**src/rtl/hazard_pkg.sv**
```systemverilog
// Shared encodings and hazard-cause bundle for the pipeline hazard scoreboard.
package hazard_pkg;
  localparam logic [1:0] FWD_RF      = 2'b00;
  localparam logic [1:0] FWD_W       = 2'b01;
  localparam logic [1:0] FWD_M       = 2'b10;
  localparam logic [1:0] RF_SEL_LOAD = 2'b01;

  typedef struct packed {
    logic load_use;
    logic raw_mc;
    logic waw_mc;
    logic structural;
    logic redirect;
  } hazard_t;
endpackage

```
**src/rtl/pipeline_hazard_scoreboard_if.sv**
```systemverilog
// Pipeline <-> hazard unit signal bundle; master is the pipeline, slave the hazard unit.
interface pipeline_hazard_scoreboard_if #(
  parameter int REG_AW = 5,
  parameter int CNT_W  = 32
);
  logic [REG_AW-1:0] rs1_D, rs2_D, rd_D;
  logic              regWrite_D;
  logic [REG_AW-1:0] rs1_E, rs2_E, rd_E;
  logic [1:0]        rf_wr_sel_E;
  logic              pcSource_E;
  logic              mc_start_E;
  logic              mc_done;
  logic [REG_AW-1:0] rd_M, rd_W;
  logic              regWrite_M, regWrite_W;
  logic [1:0]        forwardA_E, forwardB_E;
  logic              stall_F, stall_D, stall_E;
  logic              flush_D, flush_E, flush_M;
  logic              mc_busy, mc_err;
  logic [CNT_W-1:0]  stall_cycles;

  modport master (
    output rs1_D, rs2_D, rd_D, regWrite_D, rs1_E, rs2_E, rd_E, rf_wr_sel_E,
           pcSource_E, mc_start_E, mc_done, rd_M, rd_W, regWrite_M, regWrite_W,
    input  forwardA_E, forwardB_E, stall_F, stall_D, stall_E,
           flush_D, flush_E, flush_M, mc_busy, mc_err, stall_cycles
  );

  modport slave (
    input  rs1_D, rs2_D, rd_D, regWrite_D, rs1_E, rs2_E, rd_E, rf_wr_sel_E,
           pcSource_E, mc_start_E, mc_done, rd_M, rd_W, regWrite_M, regWrite_W,
    output forwardA_E, forwardB_E, stall_F, stall_D, stall_E,
           flush_D, flush_E, flush_M, mc_busy, mc_err, stall_cycles
  );
endinterface

```
**src/rtl/mc_scoreboard.sv**
```systemverilog
// Single-entry multi-cycle op tracker: pending destination, busy flag and sticky timeout.
module mc_scoreboard #(
  parameter int REG_AW     = 5,
  parameter int MC_TIMEOUT = 64
) (
  input  logic              CLK,
  input  logic              RST_N,
  input  logic              mc_start,
  input  logic              mc_done,
  input  logic [REG_AW-1:0] rd,
  output logic              busy_q,
  output logic [REG_AW-1:0] pend_rd_q,
  output logic              mc_err
);
  localparam int TW = $clog2(MC_TIMEOUT + 1);

  logic [TW-1:0] to_cnt_q;

  always_ff @(posedge CLK or negedge RST_N) begin
    if (!RST_N) begin
      busy_q    <= 1'b0;
      pend_rd_q <= '0;
      to_cnt_q  <= '0;
      mc_err    <= 1'b0;
    end else begin
      // A start while busy is a structural stall upstream, so it is simply not accepted here.
      if (!busy_q) begin
        if (mc_start) begin
          busy_q    <= 1'b1;
          pend_rd_q <= rd;
        end
      end else if (mc_done) begin
        busy_q <= 1'b0;
      end

      if (!busy_q)
        to_cnt_q <= '0;
      else if (to_cnt_q != TW'(MC_TIMEOUT))
        to_cnt_q <= to_cnt_q + TW'(1);

      if (busy_q && to_cnt_q == TW'(MC_TIMEOUT - 1))
        mc_err <= 1'b1;
    end
  end
endmodule

```
**src/rtl/pipeline_hazard_scoreboard.sv**
```systemverilog
// Forwarding, load-use / multi-cycle / structural stall and flush control for a 5-stage pipe.
module pipeline_hazard_scoreboard
  import hazard_pkg::*;
#(
  parameter int REG_AW     = 5,
  parameter int MC_TIMEOUT = 64,
  parameter int CNT_W      = 32
) (
  input  logic                          CLK,
  input  logic                          RST_N,
  pipeline_hazard_scoreboard_if.slave   hz
);
  logic              busy_q;
  logic [REG_AW-1:0] pend_rd_q;
  logic              mc_err;
  logic [CNT_W-1:0]  stall_cycles_q;
  hazard_t           hc;
  logic              dep_stall;

  mc_scoreboard #(.REG_AW(REG_AW), .MC_TIMEOUT(MC_TIMEOUT)) u_sb (
    .CLK       (CLK),
    .RST_N     (RST_N),
    .mc_start  (hz.mc_start_E),
    .mc_done   (hz.mc_done),
    .rd        (hz.rd_E),
    .busy_q    (busy_q),
    .pend_rd_q (pend_rd_q),
    .mc_err    (mc_err)
  );

  function automatic logic [1:0] fwd_sel(
    input logic [REG_AW-1:0] src,
    input logic [REG_AW-1:0] rd_m, input logic wr_m,
    input logic [REG_AW-1:0] rd_w, input logic wr_w
  );
    if (wr_m && src != '0 && src == rd_m) return FWD_M;
    if (wr_w && src != '0 && src == rd_w) return FWD_W;
    return FWD_RF;
  endfunction

  assign hz.forwardA_E = fwd_sel(hz.rs1_E, hz.rd_M, hz.regWrite_M, hz.rd_W, hz.regWrite_W);
  assign hz.forwardB_E = fwd_sel(hz.rs2_E, hz.rd_M, hz.regWrite_M, hz.rd_W, hz.regWrite_W);

  always_comb begin
    hc            = '0;
    hc.load_use   = hz.rf_wr_sel_E == RF_SEL_LOAD && hz.rd_E != '0 &&
                    (hz.rd_E == hz.rs1_D || hz.rd_E == hz.rs2_D);
    hc.raw_mc     = busy_q && pend_rd_q != '0 &&
                    (pend_rd_q == hz.rs1_D || pend_rd_q == hz.rs2_D);
    hc.waw_mc     = busy_q && hz.regWrite_D && pend_rd_q != '0 && hz.rd_D == pend_rd_q;
    hc.structural = hz.mc_start_E && busy_q;
    hc.redirect   = hz.pcSource_E;
  end

  // A taken redirect kills the decode instruction, so its dependencies no longer matter.
  assign dep_stall  = hc.load_use | hc.raw_mc | hc.waw_mc | hc.structural;
  assign hz.stall_F = dep_stall & ~hc.redirect;
  assign hz.stall_D = dep_stall & ~hc.redirect;
  assign hz.stall_E = hc.structural;
  assign hz.flush_D = hc.redirect;
  assign hz.flush_E = hc.load_use | hc.raw_mc | hc.waw_mc | hc.redirect;
  assign hz.flush_M = hc.structural;

  always_ff @(posedge CLK or negedge RST_N) begin
    if (!RST_N)
      stall_cycles_q <= '0;
    else if (hz.stall_F && stall_cycles_q != '1)
      stall_cycles_q <= stall_cycles_q + CNT_W'(1);
  end

  assign hz.mc_busy      = busy_q;
  assign hz.mc_err       = mc_err;
  assign hz.stall_cycles = stall_cycles_q;
endmodule
```
**src/flat_wrapper.sv**
```systemverilog
// flat-port wrapper written by rule: the top's interface ports become plain ports
module pipeline_hazard_scoreboard_flat import hazard_pkg::*;
#(
  parameter int REG_AW     = 5,
  parameter int MC_TIMEOUT = 64,
  parameter int CNT_W      = 32
)
  (CLK, RST_N, hz_rs1_D, hz_rs2_D, hz_rd_D, hz_regWrite_D, hz_rs1_E, hz_rs2_E, hz_rd_E, hz_rf_wr_sel_E, hz_pcSource_E, hz_mc_start_E, hz_mc_done, hz_rd_M, hz_rd_W, hz_regWrite_M, hz_regWrite_W, hz_forwardA_E, hz_forwardB_E, hz_stall_F, hz_stall_D, hz_stall_E, hz_flush_D, hz_flush_E, hz_flush_M, hz_mc_busy, hz_mc_err, hz_stall_cycles);
  pipeline_hazard_scoreboard_if #(.REG_AW(REG_AW), .CNT_W(CNT_W)) hz_i ();
  input  logic CLK;
  input  logic RST_N;
  input wire logic [$bits(hz_i.rs1_D)-1:0] hz_rs1_D;
  input wire logic [$bits(hz_i.rs2_D)-1:0] hz_rs2_D;
  input wire logic [$bits(hz_i.rd_D)-1:0] hz_rd_D;
  input wire logic [$bits(hz_i.regWrite_D)-1:0] hz_regWrite_D;
  input wire logic [$bits(hz_i.rs1_E)-1:0] hz_rs1_E;
  input wire logic [$bits(hz_i.rs2_E)-1:0] hz_rs2_E;
  input wire logic [$bits(hz_i.rd_E)-1:0] hz_rd_E;
  input wire logic [$bits(hz_i.rf_wr_sel_E)-1:0] hz_rf_wr_sel_E;
  input wire logic [$bits(hz_i.pcSource_E)-1:0] hz_pcSource_E;
  input wire logic [$bits(hz_i.mc_start_E)-1:0] hz_mc_start_E;
  input wire logic [$bits(hz_i.mc_done)-1:0] hz_mc_done;
  input wire logic [$bits(hz_i.rd_M)-1:0] hz_rd_M;
  input wire logic [$bits(hz_i.rd_W)-1:0] hz_rd_W;
  input wire logic [$bits(hz_i.regWrite_M)-1:0] hz_regWrite_M;
  input wire logic [$bits(hz_i.regWrite_W)-1:0] hz_regWrite_W;
  output wire logic [$bits(hz_i.forwardA_E)-1:0] hz_forwardA_E;
  output wire logic [$bits(hz_i.forwardB_E)-1:0] hz_forwardB_E;
  output wire logic [$bits(hz_i.stall_F)-1:0] hz_stall_F;
  output wire logic [$bits(hz_i.stall_D)-1:0] hz_stall_D;
  output wire logic [$bits(hz_i.stall_E)-1:0] hz_stall_E;
  output wire logic [$bits(hz_i.flush_D)-1:0] hz_flush_D;
  output wire logic [$bits(hz_i.flush_E)-1:0] hz_flush_E;
  output wire logic [$bits(hz_i.flush_M)-1:0] hz_flush_M;
  output wire logic [$bits(hz_i.mc_busy)-1:0] hz_mc_busy;
  output wire logic [$bits(hz_i.mc_err)-1:0] hz_mc_err;
  output wire logic [$bits(hz_i.stall_cycles)-1:0] hz_stall_cycles;
  assign hz_i.rs1_D = hz_rs1_D;
  assign hz_i.rs2_D = hz_rs2_D;
  assign hz_i.rd_D = hz_rd_D;
  assign hz_i.regWrite_D = hz_regWrite_D;
  assign hz_i.rs1_E = hz_rs1_E;
  assign hz_i.rs2_E = hz_rs2_E;
  assign hz_i.rd_E = hz_rd_E;
  assign hz_i.rf_wr_sel_E = hz_rf_wr_sel_E;
  assign hz_i.pcSource_E = hz_pcSource_E;
  assign hz_i.mc_start_E = hz_mc_start_E;
  assign hz_i.mc_done = hz_mc_done;
  assign hz_i.rd_M = hz_rd_M;
  assign hz_i.rd_W = hz_rd_W;
  assign hz_i.regWrite_M = hz_regWrite_M;
  assign hz_i.regWrite_W = hz_regWrite_W;
  assign hz_forwardA_E = hz_i.forwardA_E;
  assign hz_forwardB_E = hz_i.forwardB_E;
  assign hz_stall_F = hz_i.stall_F;
  assign hz_stall_D = hz_i.stall_D;
  assign hz_stall_E = hz_i.stall_E;
  assign hz_flush_D = hz_i.flush_D;
  assign hz_flush_E = hz_i.flush_E;
  assign hz_flush_M = hz_i.flush_M;
  assign hz_mc_busy = hz_i.mc_busy;
  assign hz_mc_err = hz_i.mc_err;
  assign hz_stall_cycles = hz_i.stall_cycles;
  pipeline_hazard_scoreboard #(.REG_AW(REG_AW), .MC_TIMEOUT(MC_TIMEOUT), .CNT_W(CNT_W)) u_core (.CLK(CLK), .RST_N(RST_N), .hz(hz_i));
endmodule
```
**config.mk**
```make
export PLATFORM = sky130hd
export DESIGN_NAME = pipeline_hazard_scoreboard_flat
export DESIGN_NICKNAME = d
export VERILOG_FILES = /design/src/rtl/hazard_pkg.sv /design/src/rtl/pipeline_hazard_scoreboard_if.sv /design/src/rtl/mc_scoreboard.sv /design/src/rtl/pipeline_hazard_scoreboard.sv /design/src/flat_wrapper.sv
export SDC_FILE = /design/constraint.sdc
export NUM_CORES = 1
export LEC_CHECK = 0
export BUFFER_PORTS_ARGS = -buffer_cell sky130_fd_sc_hd__buf_4
export CORE_MARGIN = 1.5
export CORE_UTILIZATION = 45
export DETAILED_ROUTE_END_ITERATION = 10
export MAX_ROUTING_LAYER = met4
export PLACE_DENSITY = 0.72
export SKIP_LAST_GASP = 1
export SLEW_MARGIN = 25
export SYNTH_ARGS = -nofsm -noshare
export SYNTH_HDL_FRONTEND = slang
export SYNTH_SLANG_ARGS = --single-unit
```
**constraint.sdc**
```tcl
create_clock -name CLK -period 3.33 [get_ports CLK]
set_input_delay 0.333 -clock CLK [delete_from_list [all_inputs] [get_ports CLK]]
set_output_delay 0.333 -clock CLK [all_outputs]
set_load 0.05 [all_outputs]
```
==> flow_summary.toml <==
[status]
outcome = "complete, no violations"

[clock_tree]
cts.clk_slew.worst_paths_ps = 90
clkSinkCount = 46
cts-buffers-inserted = 5
clock_latency_ps = 290
htreeDepth = 2
ctsHoldBuffers = 0
cts_tree = "done"
post_cts.repair.setup_buffers = 0
cts_resized = 0
clockBufferDepth = 2
clockRootBuffer = "clkbuf_8"

[die]
ios = 94
fp.dieW_um = 84.0
std_cell_rows = 29
core_um2 = 6350
die_h_um = 84.0
start_util_pct = 46.4
die-area_um2 = 7050

[synth]
synth.yosys.seq_area_share_pct = 39.0
synth_top_area_cell = "dfrtp_1"
yosysWarnings = 0
synth-edff-count = 0
synthArstFlopShare_pct = 100
syn_area_um2 = 2950
synth_cell_types = 40
synth.avg_cell_area_um2 = 10.5
yosys-top-cells-area = "dfrtp_1 (39%), xor2_1 (16%), xnor2_1 (8.0%)"
synthCells = 281
synth-seq-cells = 46
syn_nets = 334
synth_ff_type = "dfrtp_1"
synth_top_area_share_pct = 39.0

[sta]
slew_viol_final = 0
tightest_slew_ps = 644
max_freq_mhz = 355
hold_violations = 0
setup_viol = 0
period_share_pct = 84.6
tns_ps = 0
rsz0062_at_grt = "no"
fin_skew_ps = 6.89
slew_headroom_pct = 57.1
fin_crit_ps = 2820

[final_layout]
syn_to_final_growth_pct = 28.8
drive_above_1_share_pct = 37.0
multi_input_area_um2 = 1690
antenna_cells = 0
regArea_um2 = 1150
nFillCells = 544
final_nets = 430

[placed_design]
gp_congestion = 0.882
dpl.hpwl_um = 5190
place.port_buffers = 93

[power_and_ir_drop]
powerDensity_nw_per_um2 = 442
total_power_mw = 1.68
ir_worst_vdd_v = 0.000286
p_leak_nw = 1.83

[routing]
route.detailed.drc = 0
ant_nets = 0
firstDrtPassIters = 4
first_iter_violations = 97
wirelength_um = 6670
vias_per_cell = 5.27
vias = 2400
wl_per_cell_um = 14.7

[worst_setup_path]
critPathArrivalTime_ps = 2490
crit_chain = "or4_1 > o21ai_1 > a31oi_2 > o31ai_4 > inv_1 > buf_4"
worstSetupEndpointType = "primary output"
cp.required_ps = 3000
crit_type = "reg -> out"
critPathMaxFanout = 12
cpPeakStageDelay_ps = 590
slowest_stage = "o31ai_4"
crit_path_start_kind = "flip-flop"

[grt]
grt-ovfl-total = 0
grt.total_usage_pct = 20.1
grt_pass1_wl_um = 11300
first_global_vias = 2459
antenna_found_initial = 0
grt_start_max_net_pins = 47

[worst_hold_path]
min_path_type = "in -> async"

[run]
cap_viol_max_count = 0
[cell usage after synthesis (2+ instances only)]
library cell and n:
inv_1 5, nor4b_1 2, nand3_1 17, a21oi_1 2, nand4_1 15, o21ai_0 2
and4_1 3, ha_1 3, dfrtp_1 46, mux2_2 6, xor2_1 54, nand2_1 15
or4_1 4, xnor2_1 27, nor4_2 3, nor4_1 10, buf_6 2, buf_4 5
and3_1 4, buf_8 2, nor3_2 16, nor2_1 13, nor3_1 8
[cells by family (layout without fill, tap and decap cells)]
group | after synthesis | in the layout | share of synthesized area, %
AOI/OAI and AO/OA | 8 | 8 | 2.29
adders and majority gates | 3 | 3 | 1.27
buffers and inverters | 15 | 112 | 3.82
DFF | 46 | 46 | 39.0
and+or+nand+nor | 121 | 121 | 26.7
xor gates and xnor gates | 81 | 81 | 24.1
muxes | 7 | 7 | 2.80
[per-stage QoR]
step | instances | cell area (um^2) | setup WS (ps) | utilization, % | hold slack (ps)
2_1_floorplan | 281 | 2950 | 190 | - | 37.4
3_3_place_gp | 447 | 3690 | 796 | 58.1 | 380
3_5_place_dp | 447 | 3690 | 780 | 58.1 | 382
4_1_cts | 455 | 3800 | 485 | 59.8 | 53.6
5_1_grt | 455 | 3800 | 376 | 59.8 | 78.3
6_report | 455 | 3800 | 511 | 59.8 | 38.8
[layer usage]
layer,up-vias,global-route usage [%],share of wire (%)
met2,72,33.6,48
met3,9,3.76,5.2
met4,0,5.37,1.1
met5,-,-,0
li1,1175,-,-
met1,1144,25.0,46
[cell usage in the layout, fill, tap and decap left out, types with 2 or more instances in the layout]
cell type,n
ha_1,3
xor2_1,54
nand4_1,15
nand3_1,17
nor4_1,10
inv_1,5
nor3_2,16
o21ai_0,2
nor4b_1,2
nor4_2,3
nor3_1,8
clkbuf_1,2
nor2_1,13
clkbuf_8,5
mux2_2,6
nand2_1,15
buf_4,98
and3_1,4
a21oi_1,2
and4_1,3
or4_1,4
dfrtp_1,46
xnor2_1,27
[where the power goes]
group	internal [mW]	switching, mW
clock	0.225	0.184
sequential	0.618	0.100
combinational	0.220	0.330
[worst paths after layout]
path / endpoint / cells past startpoint / from / slack, ps
worst max-delay path: hz_stall_D / 6 / u_core.u_sb.pend_rd_q[0]$_DFFE_PN0P_ / 510
worst min-delay path: u_core.hz.stall_cycles[9]$_DFFE_PN0P_ / 1 / RST_N / 40
worst max register to register: u_core.hz.stall_cycles[1]$_DFFE_PN0P_ / 8 / u_core.hz.stall_cycles[11]$_DFFE_PN0P_ / 760
worst min register to register: u_core.u_sb.mc_err$_DFFE_PN0P_ / 1 / u_core.u_sb.mc_err$_DFFE_PN0P_ / 490
max in group asynchronous: u_core.u_sb.pend_rd_q[1]$_DFFE_PN0P_ / 1 / RST_N / 2900
min in group CLK: u_core.u_sb.busy_q$_DFF_PN0_ / 2 / hz_mc_done / 210
[layout make-up]
type | instances | share of cell area [%]
Timing Repair Buffer | 98 | 19.4
Multi-Input combinational cell | 220 | 44.4
Sequential cell | 46 | 30.3
Inverter | 6 | 0.593
Tap cell | 77 | 2.54
Clock inverter | 1 | 0.791
Clock buffer | 7 | 2.01
[state kept, by name, summed over array words and instances (netlist names)]
| signal | cells |
|---|---|
| u_core.hz.stall_cycles | 32 |
| u_core.u_sb.pend_rd_q | 5 |
| u_core.u_sb.mc_err | 1 |
| u_core.u_sb.to_cnt_q | 7 |
| u_core.u_sb.busy_q | 1 |
[critical path, delay by kind of cell, from the launching register on]
| kind | cells | cell delay, ps |
|---|---|---|
| AO/OA/AOI/OAI | 3 | 820 |
| AND/OR/NAND/NOR | 1 | 520 |
| buffers and inverters | 2 | 380 |
| flip-flops | 1 | 470 |
(Power assumes the default switching activity.)
